<file path="src/rtl/prm_pkg.sv">
// Shared definitions for the scan controller and its coordinate counter.
// Holds the FSM state encoding, frame and word widths, and the per-axis
// widths of the packed {x,y,z} coordinate.
package prm_pkg;

   localparam int FRAME_LEN = 32;
   localparam int WORD_W    = 32;
   localparam int XYZ_W     = 14;
   localparam int X_W       = 4;
   localparam int Y_W       = 5;
   localparam int Z_W       = 5;

   typedef logic [2:0] state_t;

   localparam state_t ST_IDLE  = 3'd0;
   localparam state_t ST_SYNC  = 3'd1;
   localparam state_t ST_ACCUM = 3'd2;
   localparam state_t ST_FLUSH = 3'd3;
   localparam state_t ST_READ  = 3'd4;

endpackage

</file>
<file path="src/rtl/prm_xyz_cnt.sv">
// Wrapping three-axis coordinate counter, z fastest, then y, then x.
// Ports:
//   clk, rst_n     clock, async active-low reset
//   load           latch x/y/z limits and clear the coordinate
//   enable         advance one coordinate (ignored once on the last one)
//   x_lim..z_lim   inclusive limits captured on load
//   xyz            packed {x,y,z} coordinate
//   last           coordinate equals the latched limits
module prm_xyz_cnt
   import prm_pkg::*;
(
   input  logic             clk,
   input  logic             rst_n,
   input  logic             load,
   input  logic             enable,
   input  logic [X_W-1:0]   x_lim,
   input  logic [Y_W-1:0]   y_lim,
   input  logic [Z_W-1:0]   z_lim,
   output logic [XYZ_W-1:0] xyz,
   output logic             last
);

   logic [X_W-1:0] x, x_top;
   logic [Y_W-1:0] y, y_top;
   logic [Z_W-1:0] z, z_top;

   always_ff @(posedge clk or negedge rst_n) begin
      if (!rst_n) begin
         x     <= '0;
         y     <= '0;
         z     <= '0;
         x_top <= '0;
         y_top <= '0;
         z_top <= '0;
      end else if (load) begin
         x_top <= x_lim;
         y_top <= y_lim;
         z_top <= z_lim;
         x     <= '0;
         y     <= '0;
         z     <= '0;
      end else if (enable && !last) begin
         if (z == z_top) begin
            z <= '0;
            if (y == y_top) begin
               y <= '0;
               x <= x + X_W'(1);
            end else begin
               y <= y + Y_W'(1);
            end
         end else begin
            z <= z + Z_W'(1);
         end
      end
   end

   assign last = (x == x_top) && (y == y_top) && (z == z_top);
   assign xyz  = {x, y, z};

endmodule

</file>
<file path="src/rtl/prm_scan_ctrl.sv">
// Scan controller: steps the checker through an {x,y,z} grid, one 32-beat
// frame per coordinate aligned to the checker frame counter, then reads the
// result banks back word by word over a valid/ready port.
//
// state | meaning
// IDLE  | waiting for start
// SYNC  | waiting for data_sel_in == 31 so the next frame starts at beat 0
// ACCUM | 32 beats per coordinate, coordinate held constant within a frame
// FLUSH | waiting for data_sel_in == 1 so the final frame is accumulated
// READ  | streaming N_BANK*N_WORD result words
//
// Ports:
//   clk, rst_n          clock, async active-low reset
//   start               begin a scan (IDLE only); x/y/z_max sampled then
//   xyz_out             coordinate to the checker
//   data_sel_in         checker frame counter
//   sel1, sel2          checker bank / word select (0 outside READ)
//   result_in           checker result word
//   rd_data, rd_valid,
//   rd_ready            readout stream
//   busy, done          not-IDLE flag, end-of-readout pulse
module prm_scan_ctrl
   import prm_pkg::*;
#(
   parameter int N_BANK = 2,
   parameter int N_WORD = 16
) (
   input  logic              clk,
   input  logic              rst_n,
   input  logic              start,
   input  logic [X_W-1:0]    x_max,
   input  logic [Y_W-1:0]    y_max,
   input  logic [Z_W-1:0]    z_max,
   output logic [XYZ_W-1:0]  xyz_out,
   input  logic [4:0]        data_sel_in,
   output logic [2:0]        sel1,
   output logic [7:0]        sel2,
   input  logic [WORD_W-1:0] result_in,
   output logic [WORD_W-1:0] rd_data,
   output logic              rd_valid,
   input  logic              rd_ready,
   output logic              busy,
   output logic              done
);

   localparam logic [4:0] BEAT_LAST = 5'(FRAME_LEN - 1);
   localparam logic [2:0] SEL1_LAST = 3'(N_BANK - 1);
   localparam logic [7:0] SEL2_LAST = 8'(N_WORD - 1);

   state_t     state;
   logic [4:0] beat;
   logic       load, advance, last;
   logic       in_step, hs, hs_last;

   assign load    = (state == ST_IDLE) && start;
   assign in_step = (beat == data_sel_in);
   assign advance = (state == ST_ACCUM) && in_step && (beat == BEAT_LAST);
   assign hs      = rd_valid && rd_ready;
   assign hs_last = hs && (sel1 == SEL1_LAST) && (sel2 == SEL2_LAST);

   prm_xyz_cnt u_xyz (
      .clk    (clk),
      .rst_n  (rst_n),
      .load   (load),
      .enable (advance),
      .x_lim  (x_max),
      .y_lim  (y_max),
      .z_lim  (z_max),
      .xyz    (xyz_out),
      .last   (last)
   );

   always_ff @(posedge clk or negedge rst_n) begin
      if (!rst_n) begin
         state <= ST_IDLE;
         beat  <= '0;
         sel1  <= '0;
         sel2  <= '0;
         done  <= 1'b0;
      end else begin
         done <= 1'b0;
         case (state)
            ST_IDLE: begin
               if (start) state <= ST_SYNC;
            end
            ST_SYNC: begin
               if (data_sel_in == BEAT_LAST) begin
                  state <= ST_ACCUM;
                  beat  <= '0;
               end
            end
            ST_ACCUM: begin
               // Lost lock with the checker frame: the partial frame is
               // discarded and the same coordinate is re-run from beat 0.
               if (!in_step) begin
                  state <= ST_SYNC;
                  beat  <= '0;
               end else begin
                  beat <= beat + 5'd1;
                  if (beat == BEAT_LAST && last) state <= ST_FLUSH;
               end
            end
            ST_FLUSH: begin
               if (data_sel_in == 5'd1) state <= ST_READ;
            end
            ST_READ: begin
               if (hs_last) begin
                  state <= ST_IDLE;
                  sel1  <= '0;
                  sel2  <= '0;
                  done  <= 1'b1;
               end else if (hs) begin
                  if (sel2 == SEL2_LAST) begin
                     sel2 <= '0;
                     sel1 <= sel1 + 3'd1;
                  end else begin
                     sel2 <= sel2 + 8'd1;
                  end
               end
            end
            default: state <= ST_IDLE;
         endcase
      end
   end

   assign rd_valid = (state == ST_READ);
   assign rd_data  = rd_valid ? result_in : '0;
   assign busy     = (state != ST_IDLE);

endmodule

</file>
<file path="config.mk">
export PLATFORM = sky130hd
export DESIGN_NAME = prm_scan_ctrl
export DESIGN_NICKNAME = d
export VERILOG_FILES = /design/src/rtl/prm_pkg.sv /design/src/rtl/prm_xyz_cnt.sv /design/src/rtl/prm_scan_ctrl.sv
export SDC_FILE = /design/constraint.sdc
export NUM_CORES = 1
export LEC_CHECK = 0
export CAP_MARGIN = 20
export CORE_UTILIZATION = 62
export CTS_BUF_LIST = sky130_fd_sc_hd__clkbuf_8 sky130_fd_sc_hd__clkbuf_16
export DETAILED_ROUTE_END_ITERATION = 10
export DONT_BUFFER_PORTS = 1
export GPL_TIMING_DRIVEN = 1
export HOLD_SLACK_MARGIN = 0.15
export PLACE_DENSITY_LB_ADDON = 0.3
export SLEW_MARGIN = 20
export SYNTH_ARGS = -nofsm -noshare
export SYNTH_HDL_FRONTEND = slang
export SYNTH_SLANG_ARGS = --single-unit
</file>
<file path="constraint.sdc">
create_clock -name clk -period 2.6 [get_ports clk]
set_clock_uncertainty 0.2 [all_clocks]
set_input_delay 0.39 -clock clk [delete_from_list [all_inputs] [get_ports clk]]
set_output_delay 0.39 -clock clk [all_outputs]
set_load 0.01 [all_outputs]
</file>
Word level (Yosys, flattened, before mapping). Index checks and enable logic that the tools add are counted. W data, S select, Z words.

Bits of input ports: 55. Register bits after elaboration: 48. Output and inout bits: 60. Word-level logic and storage cells: 90.

$add $sub $neg: 6. Multiplexer cells: 30. Reductions and logical operators: 25. Equal/unequal tests: 18.

Operators by type and width (count): $mux W5 (9); $mux W32 (1); $mux W3 (9); $mux W8 (3); $mux W4 (4); $add A5 B1 Y5 const B (3); $eq A5 B5 Y1 (3); $pmux W3 S5 (1); $reduce_bool A2 Y1 (6); $eq A5 B5 Y1 const B (2); $logic_and A1 B1 Y1 (10); $pmux W5 S2 (1); $add A8 B1 Y8 const B (1); $eq A8 B4 Y1 const B (1); $eq A3 B1 Y1 const B (2); $eq A3 B2 Y1 const B (2); $ne A2 B2 Y1 const B (3); $reduce_and A2 Y1 (3); $reduce_and A3 Y1 (2); $eq A5 B1 Y1 const B (1); $reduce_and A5 Y1 (1); $add A4 B1 Y4 const B (1); $eq A4 B4 Y1 (1); $add A3 B1 Y3 const B (1); other kinds (7) (8).

Logic depth before layout (Yosys ltp).
Depth after elaboration: 7. Depth in mapped cells: 8. Gate-level depth less buffers: 8.

By module. From an unflattened synthesis, not the netlist that was laid out.

Cells, all modules: 289. Area, all modules: 2866.5 sq um.

By module, submodules not included: prm_xyz_cnt (sequential area each 700.7 sq um, cells an instance 146, area an instance 1515.2 sq um, times used 1); prm_scan_ctrl (sequential area each 500.5 sq um, cells an instance 143, area an instance 1351.3 sq um, times used 1).

Least setup slack after synthesis. OpenSTA, ideal clock, no wires.

Path type: flip-flop to flip-flop. Start: reg beat[0]. End: reg u_xyz.x[3]. Required time: 2322 ps. Setup slack: 254 ps. Arrival: 2068 ps. Stages on the path, launching flop included: 9. Clock period less this slack: 2346 ps. Cell sequence: dfrtp_1 -> ha_1 -> and3_1 -> ha_1 -> and4bb_1 -> nor4b_4 -> nand3b_2 -> or4_1 -> a21oi_1.

Word-level cells in the longest chain between the ends: 6. Elaborated cells between the ends (all ways): 7.

Ends and longest elaborated chain: start: declaration (RTL line prm_scan_ctrl.sv:51) `logic [4:0] beat;`; start signal: assignment (RTL line prm_scan_ctrl.sv:99) `beat <= beat + 5'd1;`; $eq A5 B5 Y1 (RTL line prm_scan_ctrl.sv:56) `assign in_step = (beat == data_sel_in);`; $logic_and A1 B1 Y1 (RTL line prm_scan_ctrl.sv:57) `assign advance = (state == ST_ACCUM) && in_step && (beat == BEAT_LAST);`; $logic_and A1 B1 Y1 * (RTL line prm_scan_ctrl.sv:57); $logic_and A1 B1 Y1 * (RTL line prm_xyz_cnt.sv:42) `end else if (enable && !last) begin`; $reduce_bool A2 Y1 (no source line) *; $reduce_and A3 Y1 (no source line) *; end signal: assignment (RTL line prm_xyz_cnt.sv:47) `x <= x + X_W'(1);`; end: declaration (RTL line prm_xyz_cnt.sv:23) `logic [X_W-1:0] x, x_top;`.

Mark *: on every way between the ends. The rest lies on a longest branch, timed or not. A chain may end at the register's enable or synchronous reset.

Worst setup path after layout. Ends and elaborated chain as after synthesis.

==> results by group <==
Critical path
  – Cell count of the worst reg-to-reg path: 8
  – Req. time, crit path: 2.64 ns
  – Classification of the worst setup path: flop to flop
  – Startpoint of the lowest-slack register-to-register path: beat[0]
  – Slack of the worst reg-to-reg path: 0.09 ns
  – Cell with the largest stage delay on the worst path: or4_1
  – Largest fanout on the critical path: 5
  – Crit-path cells: ha_2, and3_1, ha_2, and4bb_1, nor4b_4, nand3b_2, or4_1, a21oi_1
  – CP peak stage delay: 0.48 ns
  – Critical Path Source: beat[0]
  – Element type at the critical path start: flop
  – Most prevalent standard cell on the critical path: ha_2
  – Timing endpoint of the critical path: u_xyz.x[3]
  – Data arrival time of the critical path: 2.55 ns
  – Critical path capture point type: flop
  – FF-to-FF End: u_xyz.x[3]

STA
  – Final count of pins violating max slew: 0
  – Worst Hold Margin: 0.165 ns
  – Worst Max-Slew Pin Slew: 0.581 ns
  – Max transition margin: 61.0%
  – Minimum setup slack in the final design: 0.0866 ns
  – Setup repair after global routing missed its margin: true
  – Final hold violation count: 0
  – Period utilization: 96.7%
  – Peak Freq: 0.398 GHz
  – Number of setup violations in the final report: 0
  – Post-route minimum period: 2.51 ns

Finish
  – Final Instance Count excl. Fillers: 381
  – Area growth from synthesis to final layout: 14.2%
  – Post-layout util: 73.7%
  – Net total in the final layout: 390
  – Fraction of layout instances using a drive strength above 1: 10.1%

Logic synthesis
  – Main flop type after synthesis: dfrtp_1
  – Most instantiated library cell after synthesis: nand2_1
  – Distinct cells, synth: 47
  – Cell type contributing the most total cell area after synthesis: dfrtp_1
  – Post-synth net total: 367
  – EDFF count, synth: 0
  – Most common library cells after synthesis: nand2_1, dfrtp_1, and2_1
  – Post-Synthesis Cells: 304
  – Number of warning messages in the yosys log: 0
  – Largest cells by area after synthesis: dfrtp_1, nand2_1, and2_1
  – Avg Synthesized Cell Area: 9.31 µm²
  – FFs w/ async S/R, synth: 100%
  – Sequential-to-total area share from yosys stat: 42.5%
  – Synth Cell Area: 0.00283 mm²
  – Flop and latch count out of synthesis: 48
  – Area share of the largest cell type after synthesis: 42.5%

Global routing
  – Pin count of the biggest net entering global routing: 49
  – Total GRT Usage: 26.9%
  – Overflow left after global routing: 0
  – Global-route wire length before repair: 10100 µm
  – Number of antenna violations at the first check in global routing: 1
  – Number of global-route vias before repair: 2175

Pwr
  – Static leakage power: 1.55 nW
  – Part of the total power dissipated in sequential elements: 48.3%
  – P_sw: 0.670 mW
  – Fraction of power spent switching nets: 32.5%
  – Share of total power in the clock network: 27.9%
  – Total power: 2.06 mW
  – PwrDens: 638 mW/mm²
  – Combinational share of power: 23.7%
  – Internal power of the cells: 1.39 mW
  – Maximum vdd drop: 0.000372 V

Clock tree
  – Clock root buffer master: clkbuf_8
  – Clock transition at the registers of the reported paths: 0.09 ns
  – # clock sinks: 48
  – Clock buffer depth: 2
  – Insertion delay of the later-clocked pin in the worst-skew pair: 0.31 ns
  – H-tree level count: 2
  – CTS tree: built
  – Clock buffers created by TritonCTS: 5

Placement
  – Routability congestion estimate from global placement: 0.836
  – Number of buffers inserted by port buffering: 0
  – Post-DP HPWL: 4600 µm
  – Pre-CTS worst setup slack: 0.0724 ns
  – Number of cells in the design after placement: 351

Route
  – First DRT Iteration DRCs: 142
  – Number of vias per cell: 5.98
  – ANT nets after route: 0
  – Wire per inst: 16.9 µm
  – Post-Route WL: 6420 µm
  – Post-route DRC violation count: 0
  – Detailed-routing iteration count for the pre-antenna-repair pass: 4
  – Overall via count from detail_route: 2280

Floorplan
  – Core Box Area: 0.00438 mm²
  – Die H: 69.6 µm
  – Number of top-level design ports: 115
  – Placement Rows: 24
  – Overall die area: 0.00484 mm²
  – Die W: 69.6 µm
  – Initial core utilization: 64.5%

Worst hold path
  – Hold path cells: 3
  – Class of the worst hold path: input port to flop

Outcome
  – Result of the run: finished clean

Run
  – Max-cap check violation count: 0
state kept, by name, indices dropped and copies added (netlist names):
signal / count
u_xyz.z_top: 5
beat: 5
u_xyz.x_top: 4
state: 3
sel2: 8
u_xyz.y: 5
u_xyz.y_top: 5
sel1: 3
u_xyz.x: 4
done: 1
u_xyz.z: 5
worst min path at each step:
| stage | startpoint | to | slack (ns) |
|---|---|---|---|
| 5_1_grt | data_sel_in[0] | state[0] | 0.17 |
| 3_3_place_gp | rst_n | u_xyz.z_top[2] | -0.10 |
| 2_1_floorplan | rst_n | beat[0] | -0.11 |
| 3_5_place_dp | rst_n | u_xyz.z_top[2] | -0.10 |
| 6_report | data_sel_in[0] | state[0] | 0.16 |
| 4_1_cts | data_sel_in[0] | state[0] | 0.16 |
layout by cell type (no fill, tap or decap), types with 4 or more instances in the layout:
master         netlist  final
a21oi_1              5      5
a22o_1               6      6
and2_1              35     35
buf_4                0      7
clkbuf_8             0      6
dfrtp_1             48     48
dlygate4sd3_1        0     18
ha_1                 8      6
inv_1                7      7
mux2_2               5      5
mux2i_1              4      4
nand2_1             62     62
nand3_1             11     11
nand4_1              5      5
nor2_1              14     14
nor2b_1              5      5
nor3_1               5      5
o21ai_0              6      6
o31ai_1              4      4
xnor2_1              5      5
xor2_1              19     19
layout make-up:
| class | instances | area (µm²) |
|---|---|---|
| tap | 52 | 65.1 |
| clock buffer | 6 | 82.6 |
| timing repair buffer | 26 | 260 |
| fill | 341 | 1150 |
| inverter | 7 | 26.3 |
| clock inverter | 2 | 38.8 |
| sequential | 48 | 1200 |
| multi-input combinational | 239 | 1550 |
| antenna | 1 | 2.50 |
routing by layer:
| layer | routed length, µm | vias up | share of wire, % | GRT usage [%] |
|---|---|---|---|---|
| met5 | 0 | - | 0 | 0 |
| met4 | 99 | 0 | 1.5 | 10.2 |
| met3 | 481 | 10 | 7.5 | 9.01 |
| met2 | 3100 | 81 | 48 | 42.9 |
| met1 | 2740 | 1099 | 43 | 33.9 |
| li1 | - | 1090 | - | - |
logic make-up (layout without fill, tap and decap cells):
logic type / Yosys count / in the layout / share of synthesized area, %
other: 0 / 1 / 0
flip-flops: 48 / 48 / 42.5
XOR/XNOR: 24 / 24 / 7.43
AO/OA/AOI/OAI: 35 / 35 / 9.24
AND/OR/NAND/NOR: 163 / 163 / 31.0
multiplexers: 9 / 9 / 3.41
adder cells (fa/ha/maj): 8 / 8 / 3.54
buffers and inverters: 17 / 41 / 2.87
what timing repair did:
| action | in CTS | in global routing |
|---|---|---|
| hold buffers | 19 | 0 |
| gates resized for setup | 0 | 3 |
| setup endpoints to repair | 0 | 2 |
| setup buffers | 0 | 2 |
| hold endpoints to repair | 65 | 0 |
through the flow:
| stage | instance area, µm² | setup TNS (ns) |
|---|---|---|
| floorplan | 2830 | 0 |
| global placement | 2880 | 0 |
| detailed placement | 2880 | 0 |
| CTS | 3210 | 0 |
| global route | 3230 | -0.00863 |
| finish | 3230 | 0 |
worst max-delay path: cells and delay by family, from the launching register on:
family	cells	cell delay (ns)
compound gates	1	0.15
fa+ha+maj	2	0.42
simple gates	5	1.26
flops	1	0.41
power groups by stage:
stage | registers, mW | logic, mW | clock network, mW
after floorplan | 0.951 | 0.403 | 0
after global placement | 1.00 | 0.425 | 0
after detailed placement | 1.00 | 0.442 | 0
after CTS | 0.990 | 0.484 | 0.584
after global routing | 1.01 | 0.555 | 0.620
final | 0.996 | 0.489 | 0.576
No activity file was read; power rests on OpenSTA's default activity.
